[src/rtl/decode_branch_unit.sv]
// IF/ID pipeline register with same-cycle branch resolution for B/BR and
// saturating branch / mispredict performance counters.
module decode_branch_unit (
  input  logic        clk,
  input  logic        rst_n,
  input  logic        stall,
  input  logic [15:0] PC_curr,
  input  logic [15:0] PC_inst,
  input  logic [1:0]  prediction,
  input  logic [15:0] predicted_target,
  input  logic [2:0]  flags,
  input  logic [15:0] BR_reg_data,
  output logic [15:0] IF_ID_PC_curr,
  output logic [15:0] IF_ID_inst,
  output logic [15:0] IF_ID_predicted_target,
  output logic [1:0]  IF_ID_prediction,
  output logic        IF_ID_valid,
  output logic        actual_taken,
  output logic        wen_BTB,
  output logic        wen_BHT,
  output logic        update_PC,
  output logic [15:0] actual_target,
  output logic [15:0] branch_count,
  output logic [15:0] mispredict_count
);

  localparam logic [3:0] OP_B  = 4'hC;
  localparam logic [3:0] OP_BR = 4'hD;

  logic        is_b, is_br, resolved, cond_true;
  logic        mispredicted, miscomputed;
  logic        z_f, n_f, v_f;
  logic [2:0]  cond;
  logic [8:0]  imm9;
  logic [15:0] seq_pc, b_target, comp_target;

  assign is_b  = (IF_ID_inst[15:12] == OP_B);
  assign is_br = (IF_ID_inst[15:12] == OP_BR);
  assign cond  = IF_ID_inst[11:9];
  assign imm9  = IF_ID_inst[8:0];
  assign {z_f, n_f, v_f} = flags;

  always_comb begin
    cond_true = 1'b0;
    case (cond)
      3'b000: cond_true = ~z_f;
      3'b001: cond_true = z_f;
      3'b010: cond_true = ~z_f & ~n_f;
      3'b011: cond_true = n_f;
      3'b100: cond_true = z_f | (~z_f & ~n_f);
      3'b101: cond_true = n_f | z_f;
      3'b110: cond_true = v_f;
      3'b111: cond_true = 1'b1;
      default: cond_true = 1'b0;
    endcase
  end

  // Offsets are halfword-scaled; all sums wrap at 16 bits.
  assign seq_pc      = IF_ID_PC_curr + 16'd2;
  assign b_target    = seq_pc + {{6{imm9[8]}}, imm9, 1'b0};
  assign comp_target = is_br ? BR_reg_data : b_target;

  // Stall defers resolution so a held branch resolves exactly once.
  assign resolved     = IF_ID_valid & ~stall & (is_b | is_br);
  assign actual_taken = resolved & cond_true;
  assign actual_target = actual_taken ? comp_target : seq_pc;

  assign mispredicted = (IF_ID_prediction[1] != actual_taken);
  assign miscomputed  = (IF_ID_predicted_target != comp_target);

  assign wen_BHT   = resolved & mispredicted;
  assign wen_BTB   = resolved & (actual_taken | miscomputed);
  assign update_PC = resolved & (mispredicted | (actual_taken & miscomputed));

  always_ff @(posedge clk or negedge rst_n) begin
    if (!rst_n) begin
      IF_ID_PC_curr          <= 16'h0000;
      IF_ID_inst             <= 16'h0000;
      IF_ID_predicted_target <= 16'h0000;
      IF_ID_prediction       <= 2'b00;
      IF_ID_valid            <= 1'b0;
    end else if (!stall) begin
      IF_ID_PC_curr          <= PC_curr;
      IF_ID_predicted_target <= predicted_target;
      IF_ID_prediction       <= prediction;
      if (update_PC) begin
        IF_ID_valid <= 1'b0;
        IF_ID_inst  <= 16'h0000;
      end else begin
        IF_ID_valid <= 1'b1;
        IF_ID_inst  <= PC_inst;
      end
    end
  end

  always_ff @(posedge clk or negedge rst_n) begin
    if (!rst_n) begin
      branch_count     <= 16'h0000;
      mispredict_count <= 16'h0000;
    end else begin
      if (resolved && branch_count != 16'hFFFF)
        branch_count <= branch_count + 16'd1;
      if (update_PC && mispredict_count != 16'hFFFF)
        mispredict_count <= mispredict_count + 16'd1;
    end
  end

endmodule

[config.mk]
export PLATFORM = sky130hd
export DESIGN_NAME = decode_branch_unit
export DESIGN_NICKNAME = d
export VERILOG_FILES = /design/src/rtl/decode_branch_unit.sv
export SDC_FILE = /design/constraint.sdc
export NUM_CORES = 1
export LEC_CHECK = 0
export ABC_CLOCK_PERIOD_IN_PS = 8300
export BUFFER_PORTS_ARGS = -buffer_cell sky130_fd_sc_hd__clkbuf_2
export CAP_MARGIN = 15
export CORE_UTILIZATION = 33
export CTS_BUF_LIST = sky130_fd_sc_hd__clkbuf_2
export DETAILED_ROUTE_END_ITERATION = 12
export PLACE_DENSITY_LB_ADDON = 0.3
export SKIP_CTS_REPAIR_TIMING = 1
export SYNTH_ARGS = -nofsm -noshare
export SYNTH_HDL_FRONTEND = slang
export SYNTH_SLANG_ARGS = --single-unit
[constraint.sdc]
create_clock -name clk -period 8.3 [get_ports clk]
set_clock_uncertainty 0.05 [all_clocks]
set_input_delay 0.415 -clock clk [delete_from_list [all_inputs] [get_ports clk]]
set_output_delay 0.415 -clock clk [all_outputs]
set_load 0.02 [all_outputs]
==> flow_summary.yaml <==
floorplanning:
  core_um2: 16500
  fp-row-count: 47
  die_area_um2: 17400
  io_pins: 175
  start_util: 0.337
  dieHeight_um: 132
  die_w_um: 132
synth:
  synthArstFlopShare: 1.00
  synth_area_per_cell_um2: 9.22
  synth.distinct_cells: 65
  synthCells: 604
  syn_area_um2: 5570
  synth-edff-count: 0
  ys_warn_count: 0
  ys_dominant_reg_cell: "dfrtp_1"
  ys_ff_latch: 83
  ys_seq_area_frac: 0.373
  syn_nets: 694
clock_tree:
  clkLatencyLatePin_ns: 0.60
  cts_tree: "yes"
  clk_path_buf_depth: 2
  cts.sinks: 83
  htreeDepth: 3
  clk_pin_slew_ns: 0.22
  cts-root-buf: "clkbuf_2"
  cts_buffers: 9
timing:
  fin_tns_setup_ns: 0
  hold_viol: 0
  setup_violations: 0
  rsz0062_at_grt: "no"
  tightest_slew_ns: 0.973
  post-route-period-util: 0.699
  max_freq_ghz: 0.172
  slew_viol_final: 0
  slew_headroom: 0.346
  timing.final.crit_period_ns: 5.81
  setup_ws_ns: 2.49
drt:
  wl_mm: 16.2
  initialDrtViolationCount: 236
  drt-met1-wl_mm: 7.46
  via_per_inst: 5.04
  wl_per_cell_um: 15.5
  routed.top_layer: "met4"
  vias: 5264
  wl_met3_um: 989
  drc: 0
  firstDrtPassIters: 4
  wl_met2_mm: 7.46
  drtAntennaViolNets: 0
global_route:
  grt_pass1_wl_mm: 25.2
  grt_pass1_vias: 4778
  grt_max_degree: 69
  gr-total-overflow: 0
  track_usage: 0.183
  antenna_found_initial: 1
critical_path:
  cpMaxStageDelayCell: "nor4_4"
  worst_setup_path_end_kind: "primary output"
  required_ns: 7.84
  start_kind: "flip-flop"
  max_stage_delay_ns: 0.88
  arrival_ns: 5.34
  path_cells: "and3_1 > and3_1 > nand3_1 > xnor2_1 > ha_1 > a21oi_1 > o21a_1 > o211ai_2 > nand2_1 > o22ai_1 > or4b_4 > nor4_4 > nor2b_2 > clkbuf_2"
  cp_common_cell: "and3_1"
  critical_path_class: "flip-flop to primary output"
  worst-path-max-fanout: 18
power_and_ir_drop:
  leakagePower_nw: 3.52
  total_power_mw: 1.21
  p_per_area_nw_per_um2: 167
  vdd_drop_max_uv: 107
place:
  gp_congestion: 0.900
  post-place-ws_ns: 3.19
  place.port_buffers: 174
  dp_hpwl_mm: 11.9
final_layout:
  final_common_cell: "clkbuf_2"
  nets: 909
  layout-drive-gt1-share: 0.312
  final_cell_mix: "clkbuf_2, dfrtp_1, nand2_1"
  syn2layout_area_growth_pct: 30.7
worst_hold_path:
  hp-class: "input pin to asynchronous set/reset pin"
status:
  status: "finished clean"
job:
  maxCapViolations: 0
synthesized netlist by cell type, drive strengths merged (7+ instances only):
cell | n | share of area
or3 | 9 | 0.010
inv | 11 | 0.0074
mux2 | 38 | 0.077
buf | 8 | 0.0076
nor4 | 7 | 0.011
o21ai | 27 | 0.030
nand2 | 66 | 0.044
clkbuf | 19 | 0.013
nor3 | 14 | 0.013
xnor2 | 24 | 0.038
nand2b | 19 | 0.021
nand4 | 10 | 0.011
a21oi | 34 | 0.031
xor2 | 36 | 0.057
and3 | 12 | 0.014
dfrtp | 83 | 0.37
nand3 | 34 | 0.031
nor2 | 38 | 0.026
ha | 17 | 0.038
worst max-delay path, delay by kind of cell, from the launching register on:
family	cells	cell delay, ns
xor+xnor	1	0.23
simple gates	7	2.52
buf+inv	1	0.27
fa+ha+maj	1	0.36
flops	1	0.49
compound gates	4	0.88
registers in the layout (all words and copies together) (netlist names):
name	cells
IF_ID_PC_curr	16
IF_ID_inst	16
IF_ID_predicted_target	16
IF_ID_prediction	2
IF_ID_valid	1
branch_count	16
mispredict_count	16
logic make-up after synthesis:
family          share of synthesized area
simple gates                        0.230
compound gates                      0.143
flops                               0.373
xor+xnor                           0.0987
mux                                0.0858
buf+inv                            0.0279
fa+ha+maj                          0.0418
worst paths after layout:
kind / from / end / slack [ns] / cells past startpoint
min in group clk: stall / IF_ID_inst[11] / 0.37 / 4
max: IF_ID_PC_curr[3] / update_PC / 2.49 / 14
max in group asynchronous: rst_n / branch_count[10] / 6.95 / 3
min reg2reg: mispredict_count[8] / mispredict_count[8] / 0.45 / 1
max reg2reg: IF_ID_PC_curr[3] / IF_ID_inst[4] / 3.41 / 14
min: rst_n / IF_ID_predicted_target[13] / 0.20 / 2
area by class of cell:
class | instances | area (um2)
inverters | 11 | 41.3
clock buffers | 11 | 55.1
flip-flops and latches | 83 | 2080
clock inverters | 4 | 51.3
repair buffers | 231 | 1440
fillers | 1629 | 9250
multi-input cells | 483 | 3340
well taps | 220 | 275
diodes | 1 | 2.50
through the flow:
| stage | utilization | instances | area [um2] | hold WS [ns] |
|---|---|---|---|---|
| floorplan | - | 604 | 5570 | 0.0694 |
| global placement | 0.402 | 976 | 6640 | 0.323 |
| detailed placement | 0.402 | 976 | 6640 | 0.320 |
| CTS | 0.408 | 991 | 6750 | -0.409 |
| global route | 0.440 | 1044 | 7280 | 0.165 |
| finish | 0.440 | 1044 | 7280 | 0.201 |
where the power goes:
| part | internal (mW) | total, mW | switching, mW |
|---|---|---|---|
| combinational | 0.214 | 0.498 | 0.284 |
| clock | 0.0709 | 0.220 | 0.149 |
| sequential | 0.443 | 0.496 | 0.0537 |
per-layer routing:
layer  GRT usage  up-vias
met1       0.243     2496
li1            -     2600
met3      0.0561       20
met4      0.0614        0
met5           0        -
met2       0.282      148
(Power assumes the default switching activity.)
